## src/rtl/cpu_mem_bridge_pkg.sv

```systemverilog
// Shared types for the CPU-to-backing-memory bridge: FSM state encoding and
// the read data returned on an error completion.
package mem_bridge_types;

  typedef enum logic [2:0] {
    ST_IDLE    = 3'd0,
    ST_RD_REQ  = 3'd1,
    ST_RD_WAIT = 3'd2,
    ST_WR_REQ  = 3'd3,
    ST_RESP    = 3'd4
  } bridge_state_t;

  localparam logic [31:0] ERR_RDATA = 32'h0000_0000;
  localparam logic [31:0] WORD_MASK = 32'hFFFF_FFFC;

  function automatic logic [31:0] word_align(input logic [31:0] addr);
    return addr & WORD_MASK;
  endfunction

endpackage

```

## src/rtl/cpu_mem_bridge_timeout.sv

```systemverilog
// Saturating per-transaction cycle counter; expired_o is high once the count
// has reached TIMEOUT_CYCLES-1 and stays there until cleared.
module bridge_timeout #(
  parameter int unsigned TIMEOUT_CYCLES = 64
) (
  input  logic clk,
  input  logic rst,
  input  logic clear_i,
  input  logic enable_i,
  output logic expired_o
);

  localparam int unsigned CW = $clog2(TIMEOUT_CYCLES);
  localparam logic [CW-1:0] LAST = CW'(TIMEOUT_CYCLES - 1);
  localparam logic [CW-1:0] ONE  = CW'(1);

  logic [CW-1:0] count_q;
  logic [CW-1:0] count_d;

  always_comb begin
    count_d = count_q;
    if (clear_i) begin
      count_d = '0;
    end else if (enable_i && (count_q != LAST)) begin
      count_d = count_q + ONE;
    end else begin
      count_d = count_q;
    end
  end

  always_ff @(posedge clk or posedge rst) begin
    if (rst) begin
      count_q <= '0;
    end else begin
      count_q <= count_d;
    end
  end

  assign expired_o = (count_q == LAST);

endmodule

```

## src/rtl/cpu_mem_bridge.sv

```systemverilog
// Bridges the multicycle core's level-held request onto a split-phase backing
// memory port, returning a one-cycle registered response; sticky err on faults.
module cpu_mem_bridge
  import mem_bridge_types::*;
#(
  parameter int unsigned TIMEOUT_CYCLES = 64
) (
  input  logic        clk,
  input  logic        rst,
  input  logic [31:0] mem_addr,
  input  logic [3:0]  mem_rmask,
  input  logic [3:0]  mem_wmask,
  input  logic [31:0] mem_wdata,
  output logic [31:0] mem_rdata,
  output logic        mem_resp,
  output logic [31:0] bmem_addr,
  output logic        bmem_read,
  output logic        bmem_write,
  output logic [3:0]  bmem_wmask,
  output logic [31:0] bmem_wdata,
  input  logic        bmem_ready,
  input  logic        bmem_rvalid,
  input  logic [31:0] bmem_rdata,
  output logic        err
);

  bridge_state_t state_q;
  logic [31:0]   mem_rdata_q;
  logic          mem_resp_q;
  logic [31:0]   bmem_addr_q;
  logic          bmem_read_q;
  logic          bmem_write_q;
  logic [3:0]    bmem_wmask_q;
  logic [31:0]   bmem_wdata_q;
  logic          err_q;

  logic rd_req_s;
  logic wr_req_s;
  logic tmr_clear_s;
  logic tmr_enable_s;
  logic expired_s;

  assign rd_req_s     = (mem_rmask != 4'h0);
  assign wr_req_s     = (mem_wmask != 4'h0);
  assign tmr_clear_s  = (state_q == ST_IDLE);
  assign tmr_enable_s = (state_q == ST_RD_REQ) || (state_q == ST_RD_WAIT) ||
                        (state_q == ST_WR_REQ);

  bridge_timeout #(
    .TIMEOUT_CYCLES(TIMEOUT_CYCLES)
  ) u_timeout (
    .clk      (clk),
    .rst      (rst),
    .clear_i  (tmr_clear_s),
    .enable_i (tmr_enable_s),
    .expired_o(expired_s)
  );

  // Completing events are tested before expiry so ready/rvalid win a tie with the timeout.
  always_ff @(posedge clk or posedge rst) begin
    if (rst) begin
      state_q      <= ST_IDLE;
      mem_rdata_q  <= 32'h0000_0000;
      mem_resp_q   <= 1'b0;
      bmem_addr_q  <= 32'h0000_0000;
      bmem_read_q  <= 1'b0;
      bmem_write_q <= 1'b0;
      bmem_wmask_q <= 4'h0;
      bmem_wdata_q <= 32'h0000_0000;
      err_q        <= 1'b0;
    end else begin
      mem_resp_q <= 1'b0;
      case (state_q)
        ST_IDLE: begin
          if (rd_req_s && wr_req_s) begin
            err_q       <= 1'b1;
            mem_rdata_q <= ERR_RDATA;
            mem_resp_q  <= 1'b1;
            state_q     <= ST_RESP;
          end else if (wr_req_s) begin
            bmem_addr_q  <= word_align(mem_addr);
            bmem_wmask_q <= mem_wmask;
            bmem_wdata_q <= mem_wdata;
            bmem_write_q <= 1'b1;
            state_q      <= ST_WR_REQ;
          end else if (rd_req_s) begin
            bmem_addr_q  <= word_align(mem_addr);
            bmem_wmask_q <= 4'h0;
            bmem_read_q  <= 1'b1;
            state_q      <= ST_RD_REQ;
          end else begin
            state_q <= ST_IDLE;
          end
        end
        ST_RD_REQ: begin
          if (bmem_ready) begin
            bmem_read_q <= 1'b0;
            state_q     <= ST_RD_WAIT;
          end else if (expired_s) begin
            bmem_read_q <= 1'b0;
            err_q       <= 1'b1;
            mem_rdata_q <= ERR_RDATA;
            mem_resp_q  <= 1'b1;
            state_q     <= ST_RESP;
          end else begin
            state_q <= ST_RD_REQ;
          end
        end
        ST_RD_WAIT: begin
          if (bmem_rvalid) begin
            mem_rdata_q <= bmem_rdata;
            mem_resp_q  <= 1'b1;
            state_q     <= ST_RESP;
          end else if (expired_s) begin
            err_q       <= 1'b1;
            mem_rdata_q <= ERR_RDATA;
            mem_resp_q  <= 1'b1;
            state_q     <= ST_RESP;
          end else begin
            state_q <= ST_RD_WAIT;
          end
        end
        ST_WR_REQ: begin
          if (bmem_ready) begin
            bmem_write_q <= 1'b0;
            mem_resp_q   <= 1'b1;
            state_q      <= ST_RESP;
          end else if (expired_s) begin
            bmem_write_q <= 1'b0;
            err_q        <= 1'b1;
            mem_rdata_q  <= ERR_RDATA;
            mem_resp_q   <= 1'b1;
            state_q      <= ST_RESP;
          end else begin
            state_q <= ST_WR_REQ;
          end
        end
        ST_RESP: begin
          // The core still holds its request here; dropping it avoids a reissue.
          state_q <= ST_IDLE;
        end
        default: begin
          bmem_read_q  <= 1'b0;
          bmem_write_q <= 1'b0;
          state_q      <= ST_IDLE;
        end
      endcase
    end
  end

  assign mem_rdata  = mem_rdata_q;
  assign mem_resp   = mem_resp_q;
  assign bmem_addr  = bmem_addr_q;
  assign bmem_read  = bmem_read_q;
  assign bmem_write = bmem_write_q;
  assign bmem_wmask = bmem_wmask_q;
  assign bmem_wdata = bmem_wdata_q;
  assign err        = err_q;

endmodule

```

## config.mk

```make
export PLATFORM = sky130hd
export DESIGN_NAME = cpu_mem_bridge
export DESIGN_NICKNAME = d
export VERILOG_FILES = /design/src/rtl/cpu_mem_bridge_pkg.sv /design/src/rtl/cpu_mem_bridge_timeout.sv /design/src/rtl/cpu_mem_bridge.sv
export SDC_FILE = /design/constraint.sdc
export NUM_CORES = 1
export LEC_CHECK = 0
export CAP_MARGIN = 20
export CELL_PAD_IN_SITES_DETAIL_PLACEMENT = 0
export CELL_PAD_IN_SITES_GLOBAL_PLACEMENT = 1
export CORE_MARGIN = 4
export CORE_UTILIZATION = 26
export CTS_CLUSTER_SIZE = 24
export DETAILED_ROUTE_END_ITERATION = 12
export HOLD_SLACK_MARGIN = 0.03
export PLACE_DENSITY_LB_ADDON = 0.25
export SETUP_SLACK_MARGIN = 0.1
export SLEW_MARGIN = 15
export SYNTH_ARGS = -nofsm -noshare
export SYNTH_HDL_FRONTEND = slang
export SYNTH_SLANG_ARGS = --single-unit
```

## constraint.sdc

```tcl
create_clock -name clk -period 4.4 [get_ports clk]
set_input_delay 0.44 -clock clk [delete_from_list [all_inputs] [get_ports clk]]
set_output_delay 0.44 -clock clk [all_outputs]
set_load 0.005 [all_outputs]
```

==> reports/results.tsv <==
stage	metric	value	unit
setup_path	crit path from	mem_rmask[0]	
die	row cnt	50	
synth	Synth area leaders	dfrtp_1, o211ai_1, mux2_4	
global_routing	first-pass GRT wire length	24.4	mm
synth	number of synthesized flops with an enable pin	0	
setup_path	Critical Path RT	4.64	ns
global_routing	initial antenna violation count	0	
synth	Yosys warnings	0	
setup_path	Critical Path Max Stage Delay	1.15	ns
cells_and_area	Final Core Density	40.4	%
power_and_ir_drop	Peak supply drop	0.000172	V
route	Vias/cell	4.71	
cells_and_area	Area growth syn-to-layout	51.2	%
synth	cell area after synthesis	0.00502	mm²
power_and_ir_drop	pwr/cell area	526	mW/mm²
die	Core ar.	0.0188	mm²
timing	setup slack after layout	1.56	ns
worst_hold_path	Hold WC Path Type	reg -> reg	
global_routing	global route total overflow	0	
synth	cell count after synthesis	410	
route	Vias	4072	
clocking	Root Buffer	clkbuf_16	
timing	final hold vios	0	
synth	Yosys cell types	39	
clocking	maximum clock path buffer count	2	
route	DRT antenna net count	0	
setup_path	crit end category	register	
setup_path	Setup CP Type	in -> reg	
clocking	Clock Latency Late Sink	0.35	ns
die	Die X	147	µm
setup_path	Worst Path Max Fanout	33	
placement	Placer Congestion	0.735	
setup_path	crit-path cells	clkdlybuf4s50_1, or4_4, or4_2, mux2_4	
clocking	hold buffer count at CTS	0	
global_routing	largest net degree at the start of global routing	74	
outcome	status	complete, no violations	
cells_and_area	Post-Layout Cell Count	865	
placement	Buffers on Ports	207	
cells_and_area	fraction of layout cells with a size suffix above 1	16.0	%
synth	Yosys top cell by area	dfrtp_1	
die	I/O pin total	212	
timing	highest clock rate	352	MHz
die	Die Area	0.0216	mm²
setup_path	critical path launch point type	input port	
clocking	Gates resized, CTS repair	0	
synth	Seq/Total Area, Yosys	55.3	%
route	WL final	15.6	mm
setup_path	reg-to-reg endpoint	bmem_wdata[25]$_DFFE_PP0P_	
route	DR WL/cell	18.0	µm
route	remaining routing DRC violations	0	
clocking	clk sinks	111	
timing	Fin Setup TNS	0	ns
timing	endpoints failing setup	0	
die	Starting Density	26.7	%
timing	Period Utilization, post-route	64.5	%
die	Die Y-Extent	147	µm
synth	Synth Flop Type	dfrtp_1	
clocking	H-Tree Level Count	3	
timing	fin. max-slew vios	0	
setup_path	worst reg2reg startpoint	state_q[0]$_DFF_PP0_	
timing	RSZ-0062 raised after global routing	false	
setup_path	Top delay family on crit path	simple AND/OR/NAND/NOR gates	
timing	clk_skew	0.00844	ns
setup_path	Worst R2R Path Depth	4	
clocking	CTS tree	done	
route	drt first pass iters	4	
cells_and_area	# diodes	0	
synth	Yosys reg bits	111	
cells_and_area	Nets	710	
setup_path	worst reg2reg setup slack	1.60	ns
timing	actual slew at the worst max-slew pin	1.07	ns
placement	total placed cells including tap cells	849	
setup_path	slowest CP cell	or4_2	
route	Iter 0 DRT Violations	121	
placement	post-detail-place hpwl	11.0	mm
timing	fin crit period	2.84	ns
setup_path	Buffers & Inverters on Critical Path	1	
clocking	clk slew on worst S/H paths	0.07	ns
clocking	post-CTS setup buffer count	0	
timing	Slew HR	28.8	%
placement	Post-Place Setup Slack	1.18	ns
setup_path	WP data arrival	3.07	ns
clocking	CTS Buf Count	9	
global_routing	vias in the first global route	4180	
synth	Mean Syn Cell Area	12.3	µm²
run	Max-cap violations	0	
synth	asr flop ratio synth	100	%
global_routing	Total GRT Usage	14.2	%
timing	Worst Hold Slack	0.458	ns
synth	Yosys top cell area share	55.3	%
setup_path	worst setup path end	bmem_wdata[25]$_DFFE_PP0P_	
setup_path	Worst path depth	4	
power_and_ir_drop	P_leak	3.06	nW
per-layer routing:
| metal | GRT usage, % | routed length (µm) | vias to the layer above | part of all wire (%) |
|---|---|---|---|---|
| li1 | - | - | 1895 | - |
| met1 | 19.0 | 6930 | 1982 | 45 |
| met2 | 21.8 | 7040 | 182 | 45 |
| met3 | 5.18 | 1370 | 13 | 8.8 |
| met4 | 3.73 | 230 | 0 | 1.5 |
| met5 | 0 | 0 | - | 0 |
worst register-to-register path, stage by stage, from the launching register on:
cell and delay (ns):
dfrtp_1 0.36, buf_4 0.28, or2_1 0.38, or4_2 1.19, mux2_4 0.49
logic make-up after synthesis:
family	share of synthesized area (%)
buffers and inverters	4.76
adders and majority gates	0.498
AOI/OAI and AO/OA	16.1
and+or+nand+nor	5.73
other	0.0746
DFF	55.3
muxes	17.6
layout by cell type (no fill, tap or decap), types with 3 or more instances in the layout:
| cell type | synthesis | layout |
|---|---|---|
| mux2i_1 | 3 | 3 |
| nor3_1 | 4 | 3 |
| buf_4 | 2 | 9 |
| nand2_1 | 37 | 37 |
| mux2_2 | 37 | 37 |
| dfrtp_1 | 111 | 111 |
| nand3_1 | 3 | 3 |
| clkbuf_16 | 0 | 9 |
| o21ai_0 | 35 | 35 |
| a31oi_1 | 7 | 7 |
| mux2_4 | 29 | 29 |
| clkdlybuf4s50_1 | 0 | 207 |
| o22ai_1 | 4 | 4 |
| inv_1 | 7 | 6 |
| o211ai_1 | 67 | 67 |
state kept, by name (all words and copies together), names as in the netlist:
signal and count:
mem_rdata 32, u_timeout.count_q 6, bmem_read 1, bmem_write 1, state_q 3, err 1
mem_resp 1, bmem_addr 30, bmem_wdata 32, bmem_wmask 4
worst min path at each step:
stage                               start               to  slack [ns]  cells past startpoint
after floorplan           err$_DFFE_PP0P_  err$_DFFE_PP0P_        0.45                      1
after global placement    err$_DFFE_PP0P_  err$_DFFE_PP0P_        0.44                      1
after detailed placement  err$_DFFE_PP0P_  err$_DFFE_PP0P_        0.45                      1
after CTS                 err$_DFFE_PP0P_  err$_DFFE_PP0P_        0.46                      1
after global routing      err$_DFFE_PP0P_  err$_DFFE_PP0P_        0.49                      1
final                     err$_DFFE_PP0P_  err$_DFFE_PP0P_        0.46                      1
metrics by stage:
step,area (µm²),power [mW]
final,7600,3.99
after global routing,7600,4.25
after CTS,7600,4.07
after detailed placement,7310,3.26
after global placement,7310,3.23
after floorplan,5030,2.24
where the power goes:
group          internal, mW  total [mW]  leakage [nW]  switching, mW
registers              1.38        1.60          1.41          0.222
clock network         0.395       0.791         0.140          0.396
logic                  1.04        1.60          1.50          0.561
total                  2.81        3.99          3.06           1.18
layout make-up:
| type | instances | area, µm² |
|---|---|---|
| inverter | 8 | 32.5 |
| tap | 260 | 325 |
| clock inverter | 6 | 56.3 |
| clock buffer | 10 | 229 |
| multi-input combinational | 254 | 2040 |
| sequential | 111 | 2780 |
| fill | 1784 | 11200 |
| timing repair buffer | 216 | 2140 |
cells in the mapped netlist, types with 2 or more instances:
cell      count
nand2_1      37
o21ai_0      35
nor3_1        4
nand4_1       2
a21o_1        2
nand3_1       3
nor2b_1       3
ha_1          2
inv_1         7
mux2_2       37
buf_12        3
a31oi_1       7
clkbuf_1     30
o211ai_1     67
buf_4         2
buf_2         2
dfrtp_1     111
mux2i_1       3
mux2_4       29
nor4_1        2
o22ai_1       4
(Power assumes the default switching activity.)
